<file path="src/rtl/complex_power_arbiter_pkg.sv">
// Shared helpers and tag type for complex_power_arbiter.
// COMPLEX_POWER_ARBITER_LAST_EN adds a last flag to the tag.
package complex_power_arbiter_pkg;

    // Widest channel tag needed for the supported range N_REQ <= 16.
    localparam int CH_MAX_WIDTH = 4;

    function automatic int clog2(input int n);
        int r;
        r = 0;
        while ((1 << r) < n) r++;
        return r;
    endfunction

    function automatic int ch_width(input int n_req);
        int r;
        r = clog2(n_req);
        return (r < 1) ? 1 : r;
    endfunction

    // (base + step) modulo n_req, for 0 <= base < n_req and 0 < step <= n_req.
    function automatic int wrap_idx(input int base, input int step, input int n_req);
        int s;
        s = base + step;
        if (s >= n_req) s -= n_req;
        return s;
    endfunction

    typedef struct packed {
        logic                    valid;
        logic [CH_MAX_WIDTH-1:0] ch;
`ifdef COMPLEX_POWER_ARBITER_LAST_EN
        logic                    last;
`endif
    } tag_t;

endpackage

</file>
<file path="src/rtl/complex_power.sv">
// Fixed-latency |x|^2 = re^2 + im^2 datapath, full-width unsigned result.
// Only the valid pipeline is reset; LATENCY must be at least 2.
module complex_power #(
    parameter int DIN_WIDTH = 16,
    parameter int LATENCY   = 4
) (
    input  logic                        clk,
    input  logic                        rst,
    input  logic signed [DIN_WIDTH-1:0] din_re,
    input  logic signed [DIN_WIDTH-1:0] din_im,
    input  logic                        din_valid,
    output logic [2*DIN_WIDTH:0]        dout,
    output logic                        dout_valid
);

    localparam int PW = 2 * DIN_WIDTH;

    logic signed [PW-1:0] re_ext;
    logic signed [PW-1:0] im_ext;
    logic        [PW-1:0] re_sq;
    logic        [PW-1:0] im_sq;
    logic        [PW:0]   pow_pipe [LATENCY-1];
    logic [LATENCY-1:0]   vld;

    assign re_ext = PW'(din_re);
    assign im_ext = PW'(din_im);

    always_ff @(posedge clk) begin
        // NOTE: data registers carry no reset; the valid pipeline alone says
        // whether their contents mean anything.
        re_sq       <= re_ext * re_ext;
        im_sq       <= im_ext * im_ext;
        pow_pipe[0] <= {1'b0, re_sq} + {1'b0, im_sq};
        for (int i = 1; i < LATENCY - 1; i++) begin
            pow_pipe[i] <= pow_pipe[i-1];
        end
    end

    always_ff @(posedge clk) begin
        if (rst) vld <= '0;
        else     vld <= {vld[LATENCY-2:0], din_valid};
    end

    assign dout       = pow_pipe[LATENCY-2];
    assign dout_valid = vld[LATENCY-1];

endmodule

</file>
<file path="src/rtl/power_rr_grant.sv">
// Round-robin grant over an eligibility mask, with the last-granted pointer.
// The channel after last_ptr has top priority; last_ptr moves only on a grant.
module power_rr_grant
    import complex_power_arbiter_pkg::*;
#(
    parameter  int N_REQ    = 4,
    localparam int CH_WIDTH = ch_width(N_REQ)
) (
    input  logic                clk,
    input  logic                rst_n,
    input  logic [N_REQ-1:0]    eligible,
    output logic [N_REQ-1:0]    grant,
    output logic [CH_WIDTH-1:0] grant_idx,
    output logic                grant_valid
);

    logic [CH_WIDTH-1:0] last_ptr;
    logic [CH_WIDTH-1:0] cand;

    always_comb begin
        // NOTE: every signal written here gets a default first, so no path
        // through the loop can leave a latch behind.
        grant_idx   = '0;
        grant_valid = 1'b0;
        cand        = '0;
        // Farthest candidate first, so the nearest eligible one overrides.
        for (int k = N_REQ; k >= 1; k--) begin
            cand = CH_WIDTH'(wrap_idx(int'(last_ptr), k, N_REQ));
            if (eligible[cand]) begin
                grant_valid = 1'b1;
                grant_idx   = cand;
            end
        end
    end

    assign grant = grant_valid ? (N_REQ'(1) << grant_idx) : '0;

    always_ff @(posedge clk or negedge rst_n) begin
        // NOTE: state is updated with non-blocking assignments so every
        // register samples values from before the edge.
        if (!rst_n) begin
            last_ptr <= CH_WIDTH'(N_REQ - 1);
        end else if (grant_valid) begin
            last_ptr <= grant_idx;
        end
    end

endmodule

</file>
<file path="src/rtl/complex_power_arbiter.sv">
// Round-robin sharing of one complex_power datapath between N_REQ channels.
// Optional macro COMPLEX_POWER_ARBITER_LAST_EN adds din_last / dout_last.
module complex_power_arbiter
    import complex_power_arbiter_pkg::*;
#(
    parameter  int DIN_WIDTH   = 16,
    parameter  int N_REQ       = 4,
    parameter  int POW_LATENCY = 4,
    localparam int CH_WIDTH    = ch_width(N_REQ)
) (
    input  logic                       clk,
    input  logic                       rst_n,
    input  logic [N_REQ-1:0]           ch_en,
    input  logic [N_REQ*DIN_WIDTH-1:0] din_re,
    input  logic [N_REQ*DIN_WIDTH-1:0] din_im,
    input  logic [N_REQ-1:0]           din_valid,
`ifdef COMPLEX_POWER_ARBITER_LAST_EN
    input  logic [N_REQ-1:0]           din_last,
`endif
    output logic [N_REQ-1:0]           din_ready,
    output logic [2*DIN_WIDTH:0]       dout,
    output logic [CH_WIDTH-1:0]        dout_ch,
`ifdef COMPLEX_POWER_ARBITER_LAST_EN
    output logic                       dout_last,
`endif
    output logic                       dout_valid
);

    logic [N_REQ-1:0]           eligible;
    logic [N_REQ-1:0]           grant;
    logic [CH_WIDTH-1:0]        grant_idx;
    logic                       grant_valid;
    logic signed [DIN_WIDTH-1:0] mux_re;
    logic signed [DIN_WIDTH-1:0] mux_im;
    logic [2*DIN_WIDTH:0]       pow_dout;
    logic                       pow_valid;
    tag_t                       tag_in;
    tag_t                       tag_pipe [POW_LATENCY];
    tag_t                       tag_out;

    assign eligible = din_valid & ch_en;

    power_rr_grant #(
        .N_REQ(N_REQ)
    ) u_grant (
        .clk        (clk),
        .rst_n      (rst_n),
        .eligible   (eligible),
        .grant      (grant),
        .grant_idx  (grant_idx),
        .grant_valid(grant_valid)
    );

    // A grant is only ever given to a valid channel, so ready doubles as the transfer strobe.
    assign din_ready = grant;

    always_comb begin
        mux_re = '0;
        mux_im = '0;
        for (int i = 0; i < N_REQ; i++) begin
            if (grant[i]) begin
                mux_re = din_re[i*DIN_WIDTH +: DIN_WIDTH];
                mux_im = din_im[i*DIN_WIDTH +: DIN_WIDTH];
            end
        end
    end

    complex_power #(
        .DIN_WIDTH(DIN_WIDTH),
        .LATENCY  (POW_LATENCY)
    ) u_power (
        .clk       (clk),
        .rst       (1'b0),
        .din_re    (mux_re),
        .din_im    (mux_im),
        .din_valid (grant_valid),
        .dout      (pow_dout),
        .dout_valid(pow_valid)
    );

    always_comb begin
        tag_in = '0;
        if (grant_valid) begin
            tag_in.valid = 1'b1;
            tag_in.ch    = CH_MAX_WIDTH'(grant_idx);
`ifdef COMPLEX_POWER_ARBITER_LAST_EN
            tag_in.last  = |(din_last & grant);
`endif
        end
    end

    // Tags are the source of truth for validity: clearing them on reset
    // suppresses any result still travelling through the unreset datapath.
    always_ff @(posedge clk or negedge rst_n) begin
        if (!rst_n) begin
            for (int i = 0; i < POW_LATENCY; i++) begin
                tag_pipe[i] <= '0;
            end
        end else begin
            tag_pipe[0] <= tag_in;
            for (int i = 1; i < POW_LATENCY; i++) begin
                tag_pipe[i] <= tag_pipe[i-1];
            end
        end
    end

    assign tag_out    = tag_pipe[POW_LATENCY-1];
    assign dout_valid = tag_out.valid;
    assign dout_ch    = tag_out.ch[CH_WIDTH-1:0];
    assign dout       = pow_dout & {(2*DIN_WIDTH+1){tag_out.valid & pow_valid}};
`ifdef COMPLEX_POWER_ARBITER_LAST_EN
    assign dout_last  = tag_out.valid & tag_out.last;
`endif

    ch_in_range: assert property (@(posedge clk) disable iff (!rst_n)
        int'(tag_out.ch) < N_REQ);

endmodule

</file>
<file path="config.mk">
export PLATFORM = sky130hd
export DESIGN_NAME = complex_power_arbiter
export DESIGN_NICKNAME = d
export VERILOG_FILES = /design/src/rtl/complex_power_arbiter_pkg.sv /design/src/rtl/complex_power.sv /design/src/rtl/power_rr_grant.sv /design/src/rtl/complex_power_arbiter.sv
export SDC_FILE = /design/constraint.sdc
export NUM_CORES = 2
export LEC_CHECK = 0
export CAP_MARGIN = 20
export CORE_ASPECT_RATIO = 1.75
export CORE_MARGIN = 1
export CORE_UTILIZATION = 53
export CTS_BUF_LIST = sky130_fd_sc_hd__clkbuf_4
export DETAILED_ROUTE_END_ITERATION = 10
export GPL_ROUTABILITY_DRIVEN = 1
export GPL_TIMING_DRIVEN = 0
export PLACE_DENSITY_LB_ADDON = 0.1
export SYNTH_ARGS = -nofsm -noshare
export SYNTH_HDL_FRONTEND = slang
export SYNTH_SLANG_ARGS = --single-unit
</file>
<file path="constraint.sdc">
create_clock -name clk -period 7 [get_ports clk]
set_clock_uncertainty 0.05 [all_clocks]
set_input_delay 1.05 -clock clk [delete_from_list [all_inputs] [get_ports clk]]
set_output_delay 1.05 -clock clk [all_outputs]
set_load 0.01 [all_outputs]
</file>
# Yosys cells after proc, flatten, opt, wreduce, memory -nomap -nowiden
# Memory sizes are Yosys's and may differ from the RTL's.
# Cells that the tools add are included.
# word_totals
reg_bits	82
out_inout_bits	40
ram_bits	99
mem_count	1
# classes
n_addsub	9
n_mul	2
n_lt_le_gt_ge	8
mux	30
shift	1
n_bitwise	3
# memory_table
memory	depth	word_bits	read_ports	rd_clocked_by_memory_dff	wr	line_no	rtl
u_power.pow_pipe	3	33	3	0	3	complex_power.sv:22	logic [PW:0] pow_pipe [LATENCY-1];
# op_table
op	count
16-bit two-way mux	8
16-bit by 16-bit multiplier with 32-bit output	2
32-bit by 32-bit adder with 33-bit output	1
33-bit bitwise AND	1
2-bit two-way mux	8
2-bit by 3-bit less-than comparator with 1-bit output (second input constant)	4
3-bit greater-or-equal comparator (second input constant)	3
1-bit binary-select mux with 2-bit select	4
1-bit two-way mux	8
2-bit by 1-bit subtractor with 2-bit output (second input constant)	4
2-bit by 2-bit adder with 3-bit output (second input constant)	2
5-bit two-way mux	1
2-bit by 3-bit adder with 4-bit output (second input constant)	1
4-bit bitwise AND	1
4-bit by 3-bit greater-or-equal comparator with 1-bit output (second input constant)	1
4-bit two-way mux	1
1-bit by 2-bit << shifter with 4-bit output (first input constant)	1
2-bit by 1-bit adder with 3-bit output (second input constant)	1
1-bit bitwise AND	1

# Depth between registers and ports, before layout
# logic_depth
depth_word	16
ltp_mapped	35
mapped_depth_nobuf	31

# By module
# Synthesis repeated with hierarchy kept, for this count alone.
# unflattened
cells_unflattened	2543
area_unflattened_um2	24681.2
# by_module_without_submodules
mod	cells_each	area_each_um2	n_inst
complex_power	2330	22768.1	1
complex_power_arbiter	178	1667.8	1
power_rr_grant	35	245.2	1

# Worst setup path before layout
# OpenSTA, ideal clock, no wires.
# synth_timing
path_kind	in2reg
from	input din_valid[1]
to	register u_power.im_sq[30]
cell_stages	30
arrival_ns	8.197
n_path_buf	2
setup_ns	0.072
path_slack_ns	-1.320
path_cell_list	a22o_1 > a22o_1 > a221o_1 > buf_6 > nand2_8 > nor2_8 > a221oi_2 > inv_1 > buf_2 > nand2_1 > inv_1 > fa_1 > inv_1 > fa_1 > fa_1 > inv_1 > fa_1 > fa_1 > inv_1 > fa_1 > inv_1 > ha_1 > or2_2 > and4b_1 > a221oi_1 > o32ai_1 > o311a_1 > o21a_1 > a31oi_1 > xnor2_1
# synth_between
elab_chain_len	14
# synth_lines
item	line_no	rtl
start, declared	complex_power_arbiter.sv:16	input logic [N_REQ-1:0] din_valid,
4-bit bitwise AND (*)	complex_power_arbiter.sv:41	assign eligible = din_valid & ch_en;
1-bit binary-select mux with 2-bit select	power_rr_grant.sv:29	if (eligible[cand]) begin
1-bit two-way mux (not written as such)	power_rr_grant.sv:29	
2-bit two-way mux (4 in a row)	power_rr_grant.sv:29	
1-bit by 2-bit << shifter with 4-bit output	power_rr_grant.sv:36	assign grant = grant_valid ? (N_REQ'(1) << grant_idx) : '0;
4-bit two-way mux (*)	power_rr_grant.sv:36	
16-bit two-way mux (3 in a row)	complex_power_arbiter.sv:61	if (grant[i]) begin
16-bit two-way mux (*)	complex_power_arbiter.sv:61	
16-bit by 16-bit multiplier with 32-bit output (*)	complex_power.sv:32	im_sq <= im_ext * im_ext;
end signal, assigned	complex_power.sv:32	
end, declared	complex_power.sv:21	logic [PW-1:0] im_sq;
# Mark *: on every way between the ends. The rest lies on a longest branch, timed or not. The select of a mux whose other input is x is not followed.
# A chain may end at the register's enable or synchronous reset.

# Final worst setup path
# Ends and elaborated chain as after synthesis.

==> impl_results.md <==
- Via count: 18.6k
- Synth-to-Final Area Change: 27.3%
- Max incr delay on CP: 0.55 ns
- CP max stage cell: fa_2
- Synth Area in Simple Gates: 10.6%
- Mapped cell area: 24,000 um2
- Failing checks: negative setup slack
- Root Driver: clkbuf_4
- Largest net degree at the start of global routing: 19
- Clock H-tree levels: 4
- Antenna violations before repair: 6
- Horiz. Die Dim: 163 um
- Vias in the first global route: 20.6k
- First drt pass iteration count: 8
- Arr. time, crit path: 8.51 ns
- Ports: 178
- # port buffers: 177
- Layout net count: 3,710
- DR WL/cell: 20.3 um
- HPWL Detailed: 56,800 um
- Final period util: 115%
- Hold-fix buffers, CTS: 0
- Synth Flop Type: dfxtp_1
- Status: finished, violations left
- Post-synthesis mux area share: 0.668%
- Via/cell ratio: 5.34
- Post-layout min period: 8.06 ns
- Post-route setup slack: -1.06 ns
- Die area: 46,100 um2
- Number of buffers created by CTS: 17
- Unrepaired setup endpoints after global routing: yes
- CTS tree: done
- Final hold vios: 0
- Max Cap Violations: 0
- Tot GR Track Use: 31.3%
- Worst Setup Start Kind: input pin
- Flops & latches, synth: 179
- Fmax: 124 MHz
- Synth Instances: 2,510
- Vert. Die Dim: 283 um
- Row Count: 102
- Synth Area in Adders: 49.8%
- Sequential-to-total area share from yosys stat: 15.2%
- Post-Synthesis Net Count: 3,323
- Final routed DRC violation total: 0
- Core area: 44,400 um2
- Initial DRC Count: 842
- Share of synthesized registers carrying an async set or reset: 7.82%
- CP required: 7.45 ns
- Hold slack: 0.281 ns
- Worst-margin pin slew: 0.674 ns
- Ys Warns: 0
- Avg Inst Size Synth: 9.56 um2
- Max-slew violations: 0
- Worst hold path type: register to register
- Max Buffers Root-to-Sink: 2
- Clock Latency Late Sink: 0.56 ns
- Global placement routability congestion: 0.952
- Final setup fails: 40
- CP Class: input pin to register
- Gr ovfl total: 0
- Initial Util: 54.0%
- Layout cells sized above 1: 21.8%
- CP endpoint kind: register
- First-pass GRT wire length: 108,000 um
- Relative slew margins: 54.9%
- Main combinational cell family by area after synthesis: adder cells
- Post-synth EDFFs: 0
- Post-Route WL: 70,900 um
- Register clock-pin slew on the reported worst setup and hold paths: 0.15 ns
- Antenna-violating nets left: 0
- Crit-path max FO: 7
- Synth Area in Compound Gates: 8.61%
- TritonCTS Sinks: 179
- Post-synthesis cell type count: 78
- Post-Synth XOR/XNOR Area: 3.69%
path summary, 6_finish.rpt:
check | to | slack, ns | startpoint | cells past startpoint
min | u_power.pow_pipe[0][55] | 0.28 | u_power.pow_pipe[0][22] | 0
max in group asynchronous | dout_valid | 5.63 | rst_n | 1
min in group asynchronous | tag_pipe[10] | 0.83 | rst_n | 1
min reg2reg | u_power.pow_pipe[0][55] | 0.28 | u_power.pow_pipe[0][22] | 0
max | u_power.im_sq[30] | -1.06 | din_valid[1] | 32
max reg2reg | u_power.im_sq[30] | -0.96 | u_grant.last_ptr[1] | 29
flip-flops by register name, indices dropped and copies added, names as in the netlist:
signal / cells
dout_ch: 2
u_power.vld: 4
u_grant.last_ptr: 2
u_power.pow_pipe: 99
tag_pipe: 9
dout_valid: 1
u_power.re_sq: 31
u_power.im_sq: 31
synth_stat cells (15+ instances only):
library cell / count / share of area [%]
a21o_1: 30 / 0.94
nand2_1: 238 / 3.7
xor2_1: 25 / 0.91
a211oi_1: 16 / 0.50
xnor2_1: 76 / 2.8
a221o_1: 19 / 0.79
nor2_1: 181 / 2.8
clkbuf_1: 15 / 0.23
nor3_1: 26 / 0.54
nand3_1: 19 / 0.40
a21oi_1: 75 / 1.6
fa_1: 466 / 39
inv_1: 614 / 9.6
dfxtp_1: 165 / 14
o21ai_0: 39 / 0.81
ha_1: 209 / 11
and3_1: 44 / 1.1
buf_2: 30 / 0.63
mux2i_1: 16 / 0.67
final cells by class:
| cell class | instances | area, um2 |
|---|---|---|
| Antenna cell | 4 | 10.0 |
| Tap cell | 572 | 716 |
| Buffer | 62 | 706 |
| Timing Repair Buffer | 369 | 3520 |
| Sequential cell | 179 | 3660 |
| Fill cell | 3516 | 13900 |
| Inverter | 630 | 2460 |
| Clock buffer | 17 | 128 |
| Multi-Input combinational cell | 1638 | 19200 |
| Clock inverter | 15 | 166 |
critical path: cells and delay by family:
family	cells	cell delay [ns]
AOI/OAI and AO/OA	10	2.78
xor gates and xnor gates	1	0.14
adders and majority gates	7	3.14
buffers and inverters	11	1.07
muxes	1	0.07
and+or+nand+nor	2	0.19
per-layer routing:
metal | wire (um) | vias to the layer above | global-route usage, %
li1 | - | 8461 | -
met3 | 2440 | 258 | 2.51
met1 | 23300 | 9326 | 31.6
met5 | 13 | - | 0
met2 | 39100 | 568 | 58.3
met4 | 6130 | 2 | 24.2
stage by stage:
stage | instance area [um2] | TNS, ns | setup slack, ns | utilization (%) | cells
detailed placement | 27000 | -97.99 | -2.73 | 60.8 | 3259
CTS | 29300 | -21.36 | -1.04 | 66.0 | 3409
finish | 30500 | -26.28 | -1.06 | 68.7 | 3486
floorplan | 24500 | -18.80 | -1.02 | - | 2510
global placement | 27000 | -96.45 | -2.75 | 60.8 | 3259
global route | 30500 | -31.44 | -1.26 | 68.7 | 3486
cell usage in the layout (no fill, tap or decap), types with 29 or more instances in the layout:
cell	instances
inv_1	573
ha_1	179
buf_4	148
fa_1	431
buf_6	53
dfxtp_1	165
and3_1	41
a21oi_1	41
xnor2_1	69
nand2_2	33
fa_2	35
inv_2	36
nor2_1	150
clkdlybuf4s50_1	169
nand2_1	197
a21o_1	29
cell families (layout without fill, tap and decap cells):
logic type | after synthesis | in the layout
flip-flops | 179 | 179
buffers and inverters | 693 | 1093
other | 0 | 4
adder cells (fa/ha/maj) | 675 | 675
XOR/XNOR | 101 | 101
AND/OR/NAND/NOR | 571 | 571
multiplexers | 16 | 16
AO/OA/AOI/OAI | 275 | 275
what timing repair did:
action | 4_1_cts | 5_1_grt
cloned | 2 | 2
pin swaps | 117 | 99
endpoints found under the setup margin | 49 | 41
buffers inserted | 117 | 74
gates resized for setup | 273 | 182
Power is left out: the tool's default activity adds up to more than one toggle a clock period on the data nets, which glitch-free logic cannot reach.
